--- src/rtl/slp_timer_ctrl.sv ---
// Sleep-timer control FSM: edge-detected buttons drive load/run/pause/done
// sequencing and a prescaler that emits one-cycle count ticks.
module slp_timer_ctrl #(
  parameter int unsigned TICK_DIV = 50000000
) (
  input  logic clk,
  input  logic reset,
  input  logic start,
  input  logic pause,
  input  logic cancel,
  input  logic en_machine,
  output logic enable,
  output logic load,
  output logic machine_on,
  output logic done
);

  typedef enum logic [2:0] {
    IDLE,
    LOAD,
    RUN,
    PAUSE,
    DONE
  } state_t;

  localparam logic [25:0] LAST = 26'(TICK_DIV - 1);

  state_t      state_q, state_d;
  logic [25:0] presc_q, presc_d;
  logic        start_q, pause_q, cancel_q;
  logic        start_e, pause_e, cancel_e;

  assign start_e  = start  & ~start_q;
  assign pause_e  = pause  & ~pause_q;
  assign cancel_e = cancel & ~cancel_q;

  // History resets high so a button held through reset gives no edge
  always_ff @(posedge clk or posedge reset) begin
    if (reset) begin
      state_q  <= IDLE;
      presc_q  <= '0;
      start_q  <= 1'b1;
      pause_q  <= 1'b1;
      cancel_q <= 1'b1;
    end else begin
      state_q  <= state_d;
      presc_q  <= presc_d;
      start_q  <= start;
      pause_q  <= pause;
      cancel_q <= cancel;
    end
  end

  always_comb begin
    state_d = state_q;
    presc_d = presc_q;
    if (cancel_e) begin
      state_d = IDLE;
      presc_d = '0;
    end else begin
      unique case (state_q)
        IDLE: begin
          if (start_e) state_d = LOAD;
        end
        LOAD: begin
          presc_d = '0;
          state_d = RUN;
        end
        RUN: begin
          // Leaving RUN freezes the prescaler so a resume picks up exactly
          if (en_machine) begin
            state_d = DONE;
          end else if (pause_e) begin
            state_d = PAUSE;
          end else if (presc_q == LAST) begin
            presc_d = '0;
          end else begin
            presc_d = presc_q + 26'd1;
          end
        end
        PAUSE: begin
          if (pause_e || start_e) state_d = RUN;
        end
        DONE: begin
          if (start_e) state_d = LOAD;
        end
        default: begin
          state_d = IDLE;
          presc_d = '0;
        end
      endcase
    end
  end

  assign load       = (state_q == LOAD);
  assign machine_on = (state_q == RUN);
  assign done       = (state_q == DONE);
  assign enable     = (state_q == RUN) && (presc_q == LAST) && !en_machine;

endmodule

--- config.mk ---
export PLATFORM = sky130hd
export DESIGN_NAME = slp_timer_ctrl
export DESIGN_NICKNAME = d
export VERILOG_FILES = /design/src/rtl/slp_timer_ctrl.sv
export SDC_FILE = /design/constraint.sdc
export NUM_CORES = 1
export LEC_CHECK = 0
export BUFFER_PORTS_ARGS = -buffer_cell sky130_fd_sc_hd__buf_2
export CORE_MARGIN = 2
export CORE_UTILIZATION = 40
export DETAILED_ROUTE_END_ITERATION = 10
export SYNTH_ARGS = -nofsm -noshare
export SYNTH_HDL_FRONTEND = slang
export SYNTH_SLANG_ARGS = --single-unit
--- constraint.sdc ---
create_clock -name clk -period 4.6 [get_ports clk]
set_input_delay 0.46 -clock clk [delete_from_list [all_inputs] [get_ports clk]]
set_output_delay 0.46 -clock clk [all_outputs]
set_load 0.01 [all_outputs]
==> flow_summary.ini <==
[timing]
setup_violations = 0
max_freq_mhz = 391
timing_max_transition_violations_final = 0
timing.final.ws_setup_ns = 2.04
finalCriticalPeriod_ns = 2.56
relSlewSlack = 0.281
min_period_over_period = 0.556
setup_tns_ns = 0
clock_skew_ns = 0.00562
final_hold_viol_count = 0
grt_setup_unrepaired = no
worst_slew_pin_slew_ns = 1.08

[clock_tree]
cts_resized = 0
cts_buffers = 5
cts_root_buf = clkbuf_8
cts_setup_buffers = 0
cts_buffer_depth = 2
clock-sinks = 32
clk_pin_slew_ns = 0.07
cts_max_level = 2
holdBufCountCts = 0
clock_latency_ns = 0.28
cts_tree = done

[route]
drtAntennaViolNets = 0
wl_met2_mm = 1.91
wl_per_cell_um = 15.5
routed_wirelength_mm = 4.11
vias = 1678
wl_met3_um = 162
vias_per_cell = 6.33
dr.pass1.iters = 4
dr.max_layer_used = met4
drc = 0
drtIter0Drc = 107
wl_met1_mm = 2.00

[synth]
syn_area_um2 = 1880
async_flop_share = 1.00
avgSynthCellArea_um2 = 9.13
ys_types = 38
seq_area_frac_synth = 0.428
ys_top_cells_by_area = dfrtp_1 39%, a31oi_1 13%, and3_1 4.7%
synth_nets = 214
synth-main-ff-cell = dfrtp_1
synth_top_area_cell = dfrtp_1
synth_edf_count = 0
synth_top_area_share = 0.386
yosysWarnings = 0
synth_cells = 206
ys_ff_latch = 32

[layout]
finalNonFillerCells = 265
antenna_cells = 0
fin_nets = 220
layout_commonest_cell = a31oi_1
layout_common_cells = 39 x a31oi_1, 29 x dfrtp_1, 17 x nand2_1
drive_above_1_share = 0.117
area_growth_syn_to_layout_pct = 7.98

[power_and_ir_drop]
total_power_w = 0.000603
p_per_area_nw_per_um2 = 297
ir_worst_vdd_mv = 0.198
cellLeakagePower_nw = 0.861

[place]
gp_congestion = 0.791
hpwlAfterDp_mm = 2.73
pre_cts_slack_ns = 2.18
dp_cells = 257
io_buffers = 9

[setup_path]
required_ns = 4.14
critPathSlowestCell = or4b_1
slowest_delay_ns = 0.54
end_kind = primary output
critPathArrivalTime_ns = 2.10
cp.buffers_inverters = 1
crit_chain = or4b_1 > nor4_2 > and4_1 > buf_2
crit_family = simple AND/OR/NAND/NOR gates
critPathLaunchType = flip-flop
worstPathMaxFanout = 5
path_class = flip-flop to primary output

[hold_path]
hold_class = input port to async pin

[floorplanning]
fp.dieW_um = 72.6
die_height_um = 72.6
core-area_um2 = 4440
pin_count = 10
rows = 24
start_util = 0.423
dieArea_um2 = 5270

[global_routing]
grt_overflow = 0
grt_max_degree = 49
grt_pass1_vias = 1510
grt_pass1_wl_mm = 7.09
antenna_found_initial = 0
grt.total_usage = 0.168

[job]
drv_cap = 0

[run_status]
status = finished, final reports clean
[per-layer routing]
layer,vias to the layer above,global-route usage
li1,809,-
met1,823,0.238
met2,42,0.261
met3,4,0.0333
met4,0,0.0494
met5,-,0
[worst paths after layout]
path	startpoint	endpoint	slack, ns	depth (start not counted)
max in group asynchronous	reset	cancel_q	4.02	3
worst min-delay path	reset	presc_q[15]	0.26	3
worst max-delay path	presc_q[9]	enable	2.04	4
worst max register to register	presc_q[0]	presc_q[23]	2.17	6
worst min register to register	presc_q[25]	presc_q[25]	0.49	1
min in group clk	cancel	cancel_q	0.28	1
[flip-flops by register name, summed over array words and instances, names as in the netlist]
register	cells
presc_q	26
state_q	3
cancel_q	1
pause_q	1
start_q	1
[worst reg2reg max path: cells and delay by family, from the launching register on]
| kind | cells | cell delay (ns) |
|---|---|---|
| compound gates | 3 | 1.31 |
| flops | 1 | 0.43 |
| simple gates | 2 | 0.41 |
| fa+ha+maj | 1 | 0.21 |
[per-stage QoR]
| stage | hold slack (ns) | cell area [um2] | utilization |
|---|---|---|---|
| 2_1_floorplan | 0.442 | 1880 | - |
| 3_5_place_dp | 0.476 | 1940 | 0.437 |
| 6_report | 0.256 | 2030 | 0.457 |
| 5_1_grt | 0.275 | 2030 | 0.457 |
| 3_3_place_gp | 0.473 | 1940 | 0.437 |
| 4_1_cts | 0.270 | 2030 | 0.457 |
[where the power goes]
| part | internal, W | switching, W | leakage, nW | total (W) |
|---|---|---|---|---|
| combinational | 0.0000225 | 0.0000597 | 0.381 | 0.0000822 |
| sequential | 0.000289 | 0.00000829 | 0.435 | 0.000297 |
| clock | 0.000122 | 0.000102 | 0.0455 | 0.000224 |
[cells by family after synthesis]
family,after synthesis,synth area share
AOI/OAI and AO/OA,61,0.208
adders and majority gates,2,0.0133
buffers and inverters,15,0.0466
DFF,32,0.428
muxes,1,0.00532
and+or+nand+nor,95,0.299
[final cells by class]
cell class                      instances  area, um2
Sequential cell                        32        805
Tap cell                               52       65.1
Clock buffer                            8       90.1
Timing Repair Buffer                   11       60.1
Fill cell                             428       2410
Inverter                                3       11.3
Multi-Input combinational cell        159       1000
[cells in the mapped netlist, types with 2 or more instances]
cell type,number
a21oi_1,4
a31oi_1,39
a41oi_1,5
and2_1,4
and3_1,14
and4_1,7
buf_6,4
clkbuf_1,7
dfrtp_1,29
dfstp_2,3
ha_1,2
inv_1,3
nand2_1,17
nand2b_1,14
nand3_1,11
nand4_1,4
nor2_1,4
nor2b_1,3
nor3_1,4
nor4_1,3
o21ai_0,7
or3_1,2
(Power assumes the default switching activity.)
